File: src/rtl/stack.sv
// ---------------------------------------------------------------------------
// stack -- LIFO of {x,y} pairs with overflow/underflow/illegal detection.
//
// Parameters:
//   DEPTH : number of entries (2..256)
//   XW    : width of the x field
//   YW    : width of the y field
//
// Ports:
//   clk   : rising-edge clock
//   rst   : synchronous active-high reset (clears count, outputs and fail)
//   push  : push request, writes {xIn,yIn} on top of the stack
//   pop   : pop request, loads top entry into xOut/yOut on the next cycle
//   xIn   : x field of the entry to push
//   yIn   : y field of the entry to push
//   xOut  : registered x field of the last popped entry
//   yOut  : registered y field of the last popped entry
//   fail  : registered illegal-operation flag
//   empty : combinational, count == 0
//   full  : combinational, count == DEPTH
//   count : registered number of stored entries
//
// Optional feature macro: STACK_STICKY_FAIL_EN
//   undefined : fail pulses for one cycle after each illegal request
//   defined   : fail stays high after the first illegal request until rst
// ---------------------------------------------------------------------------
module stack #(
  parameter int DEPTH = 16,
  parameter int XW    = 4,
  parameter int YW    = 4
) (
  input  logic                           clk,
  input  logic                           rst,
  input  logic                           push,
  input  logic                           pop,
  input  logic [XW-1:0]                  xIn,
  input  logic [YW-1:0]                  yIn,
  output logic [XW-1:0]                  xOut,
  output logic [YW-1:0]                  yOut,
  output logic                           fail,
  output logic                           empty,
  output logic                           full,
  output logic [$clog2(DEPTH+1)-1:0]     count
);

  localparam int CW = $clog2(DEPTH + 1);
  localparam int AW = $clog2(DEPTH);
  localparam int EW = XW + YW;

  logic [EW-1:0] mem_r [DEPTH];
  logic [CW-1:0] count_r;
  logic [XW-1:0] x_out_r;
  logic [YW-1:0] y_out_r;
  logic          fail_r;

  logic          empty_s;
  logic          full_s;
  logic          push_ok_s;
  logic          pop_ok_s;
  logic          illegal_s;
  logic          fail_next_s;
  logic [AW-1:0] wr_idx_s;
  logic [AW-1:0] top_idx_s;
  logic [EW-1:0] top_entry_s;

  assign empty_s = (count_r == {CW{1'b0}});
  assign full_s  = (count_r == CW'(DEPTH));

  // Push writes at index count; pop reads the entry just below it.
  assign wr_idx_s    = count_r[AW-1:0];
  assign top_idx_s   = AW'(count_r - CW'(1));
  assign top_entry_s = mem_r[top_idx_s];

  // Classify the request: accepted push, accepted pop, or illegal.
  always_comb begin
    push_ok_s = 1'b0;
    pop_ok_s  = 1'b0;
    illegal_s = 1'b0;
    if (push && pop) begin
      illegal_s = 1'b1;
    end else if (push) begin
      if (full_s) begin
        illegal_s = 1'b1;
      end else begin
        push_ok_s = 1'b1;
      end
    end else if (pop) begin
      if (empty_s) begin
        illegal_s = 1'b1;
      end else begin
        pop_ok_s = 1'b1;
      end
    end else begin
      illegal_s = 1'b0;
    end
  end

  // Next value of the fail flag: pulse per illegal edge, or latch until reset.
  always_comb begin
    fail_next_s = 1'b0;
`ifdef STACK_STICKY_FAIL_EN
    fail_next_s = fail_r | illegal_s;
`else
    fail_next_s = illegal_s;
`endif
  end

  // Entry storage; not reset, since entries above count are never observable.
  always_ff @(posedge clk) begin
    if (!rst && push_ok_s) begin
      mem_r[wr_idx_s] <= {xIn, yIn};
    end
  end

  // Stack pointer, popped-data outputs and fail flag.
  always_ff @(posedge clk) begin
    if (rst) begin
      count_r <= {CW{1'b0}};
      x_out_r <= {XW{1'b0}};
      y_out_r <= {YW{1'b0}};
      fail_r  <= 1'b0;
    end else begin
      fail_r <= fail_next_s;
      if (push_ok_s) begin
        count_r <= count_r + CW'(1);
      end else if (pop_ok_s) begin
        count_r <= count_r - CW'(1);
        x_out_r <= top_entry_s[EW-1:YW];
        y_out_r <= top_entry_s[YW-1:0];
      end else begin
        count_r <= count_r;
      end
    end
  end

  assign xOut  = x_out_r;
  assign yOut  = y_out_r;
  assign fail  = fail_r;
  assign empty = empty_s;
  assign full  = full_s;
  assign count = count_r;

endmodule

File: config.mk
export PLATFORM = sky130hd
export DESIGN_NAME = stack
export DESIGN_NICKNAME = d
export VERILOG_FILES = /design/src/rtl/stack.sv
export SDC_FILE = /design/constraint.sdc
export NUM_CORES = 1
export LEC_CHECK = 0
export CAP_MARGIN = 20
export CORE_MARGIN = 1
export CORE_UTILIZATION = 49
export CTS_CLUSTER_DIAMETER = 150
export CTS_CLUSTER_SIZE = 14
export DETAILED_ROUTE_END_ITERATION = 8
export DONT_BUFFER_PORTS = 1
export PLACE_DENSITY_LB_ADDON = 0.12
export SYNTH_ARGS = -nofsm -noshare
export SYNTH_HDL_FRONTEND = slang
export SYNTH_SLANG_ARGS = --single-unit
File: constraint.sdc
create_clock -name clk -period 3.45 [get_ports clk]
set_input_delay 0.69 -clock clk [delete_from_list [all_inputs] [get_ports clk]]
set_output_delay 0.69 -clock clk [all_outputs]
set_load 0.005 [all_outputs]
==> flow_metrics.py <==
metrics = {
    "yosys": {
        "synth_cells": 300,
        "yosys.area_share.simple": 0.0621,
        "synth_xor_area_frac": 0.00790,
        "ys_seq_area_frac": 0.723,
        "synthMuxAreaShare": 0.147,
        "synth_top_family_by_area": "multiplexers",
        "synth_top_area_frac": 0.674,
        "ys_seq_elements": 142,
        "synthAdderAreaFrac": 0.00878,
        "synth_area_mm2": 0.00570,
        "synth_area_leaders": "edfxtp_1 67%, mux4_2 9.9%, dfxtp_1 4.9%, mux4_1 3.2%, mux2_2 1.6%",
        "async_reset_ff_frac": 0,
        "ys_warn_count": 0,
        "synth_flop_cell": "edfxtp_1",
        "synthesis.nets": 316,
        "post-synth-top-area-cell": "edfxtp_1",
        "synth_compound_area_frac": 0.0351,
        "synth_cell_types": 40,
        "synth_area_per_cell_um2": 19.0,
        "synth_edf_count": 128,
    },
    "clocking": {
        "clk_pin_slew_worst_paths_ns": 0.06,
        "cts_hold_buf": 0,
        "clk_path_buf_depth": 2,
        "cts_buffers": 17,
        "clkSinkCount": 142,
        "clock_latency_ns": 0.42,
        "cts_tree": "yes",
        "cts-root-buf": "clkbuf_16",
        "cts_resized": 0,
        "htreeDepth": 4,
        "cts_setup_buffers": 0,
    },
    "setup_path": {
        "cp-endpoint": "empty",
        "r2r_end": "xOut[3]",
        "arrival_ns": 2.27,
        "worst-path-max-fanout": 11,
        "r2r-start": "count[0]",
        "crit_required_ns": 2.76,
        "crit_path_start": "count[0]",
        "critical_path.max_stage_delay_ns": 0.56,
        "criticalPathCategory": "register to output pin",
        "critPathLaunchType": "register",
        "path_cells": "inv_2, ha_1, buf_4, or4b_1, inv_1",
        "r2r_slack_ns": 0.65,
        "critical-path-slowest-cell": "or4b_1",
        "reg2reg_depth": 7,
        "path_delay_family": "buffers and inverters",
        "crit_buf_inv": 3,
        "worst-path-stages": 5,
        "endpoint_kind": "output pin",
    },
    "pwr": {
        "p_int_w": 0.00365,
        "p_total_w": 0.00498,
        "p_sw_w": 0.00132,
        "swShare": 0.266,
        "power_frac_seq": 0.401,
        "combinationalPowerShare": 0.243,
        "pwr-share-clk": 0.355,
        "peakVddDrop_mv": 0.570,
        "power_per_cell_area_mw_per_mm2": 770,
        "power_leakage_nw": 2.12,
    },
    "route": {
        "wl_mm": 12.0,
        "vias": 2841,
        "dr.pass1.iters": 5,
        "dr.first_iter.drc_count": 218,
        "drc": 0,
        "routedWlPerCell_um": 25.4,
        "drtAntennaViolNets": 0,
        "vias_per_cell": 6.03,
    },
    "floorplanning": {
        "coreArea_mm2": 0.0114,
        "dieWidth_um": 110,
        "die_area_mm2": 0.0121,
        "io_pins": 28,
        "initial_core_util": 0.501,
        "num_rows": 39,
        "die_h_um": 110,
    },
    "sta": {
        "final.setup.tns_ns": 0,
        "worst_hold_slack_ns": 0.342,
        "clock_skew_ns": 0.0115,
        "rsz0062_at_grt": "no",
        "maxSlewHeadroom": 0.488,
        "period_needed_ns": 2.96,
        "setup_viol": 0,
        "worstMarginPinSlew_ns": 0.766,
        "max_freq_mhz": 338,
        "slew_viol_final": 0,
        "period_share": 0.857,
        "hold_violations": 0,
    },
    "global_routing": {
        "grt_pass1_wl_mm": 17.4,
        "gr-total-overflow": 0,
        "track_usage": 0.221,
        "grt_antenna_before_repair": 1,
        "grt_max_degree": 23,
        "grt_pass1_vias": 2847,
    },
    "run": {
        "cap_violations": 0,
    },
    "place": {
        "post_dp_cell_area_mm2": 0.00588,
        "place_hpwl_mm": 7.77,
        "gp_congestion": 0.849,
        "portBuffers": 0,
    },
    "cells_and_area": {
        "final_common_cell": "edfxtp_1",
        "n_fill_cell": 850,
        "mostFrequentLayoutCells": "128 x edfxtp_1, 25 x mux4_2, 20 x nand2_1",
        "fin_util": 0.568,
        "nNetsFinal": 330,
        "area_growth_pct": 13.3,
        "design_area_mm2": 0.00646,
        "drive_gt1_frac": 0.220,
    },
    "hold_path": {
        "hold_class": "input pin to register",
    },
    "outcome": {
        "outcome": "finished, final reports clean",
    },
}
power groups by stage:
stage	registers, W	logic [W]	clock network [W]
after floorplan	0.00200	0.000927	0
after global placement	0.00203	0.00122	0
after detailed placement	0.00203	0.00122	0
after CTS	0.00200	0.00123	0.00179
after global routing	0.00201	0.00130	0.00184
final	0.00200	0.00121	0.00177
area by class of cell:
type,instances,area [µm²],share of cell area
antenna,1,2.50,0.000387
clock buffer,25,485,0.0752
clock inverter,7,90.1,0.0139
inverter,5,18.8,0.00291
multi-input combinational,140,1490,0.230
sequential,142,4120,0.639
tap,143,179,0.0277
timing repair buffer,8,72.6,0.0112
logic make-up after synthesis:
| group | Yosys count |
|---|---|
| buffers and inverters | 18 |
| DFF | 142 |
| adders and majority gates | 4 |
| xor gates and xnor gates | 3 |
| AOI/OAI and AO/OA | 29 |
| muxes | 40 |
| and+or+nand+nor | 64 |
synth_stat cells, types with 5 or more instances:
cell type  number
edfxtp_1      128
mux4_2         25
nand2_1        20
dfxtp_1        14
a21oi_1        11
and2_1          9
a221o_1         8
mux2_2          8
and3_1          7
mux4_1          7
nand3_1         5
nor2_1          5
layer usage:
layer	global-route usage	wire, µm	vias up
li1	-	-	1255
met1	0.284	5070	1481
met2	0.349	5960	90
met3	0.0806	765	15
met4	0.0733	175	0
met5	0	0	-
through the flow:
step / std cells / setup slack (ns)
floorplan: 300 / 0.606
detailed placement: 438 / 0.646
global placement: 438 / 0.620
global route: 470 / 0.366
CTS: 470 / 0.490
finish: 471 / 0.494
worst min path at each step:
| stage | start | slack (ns) | cells after the start | end |
|---|---|---|---|---|
| floorplan | xOut[0] | 0.48 | 1 | xOut[0] |
| global placement | yOut[0] | 0.51 | 1 | yOut[0] |
| detailed placement | yOut[0] | 0.51 | 1 | yOut[0] |
| CTS | rst | 0.33 | 1 | count[3] |
| global route | rst | 0.33 | 1 | count[0] |
| finish | rst | 0.34 | 1 | count[3] |
registers in the layout, indices dropped and copies added, names as in the netlist:
register / cells
count: 5
fail: 1
mem_r: 128
xOut: 4
yOut: 4
(Power assumes the default switching activity.)
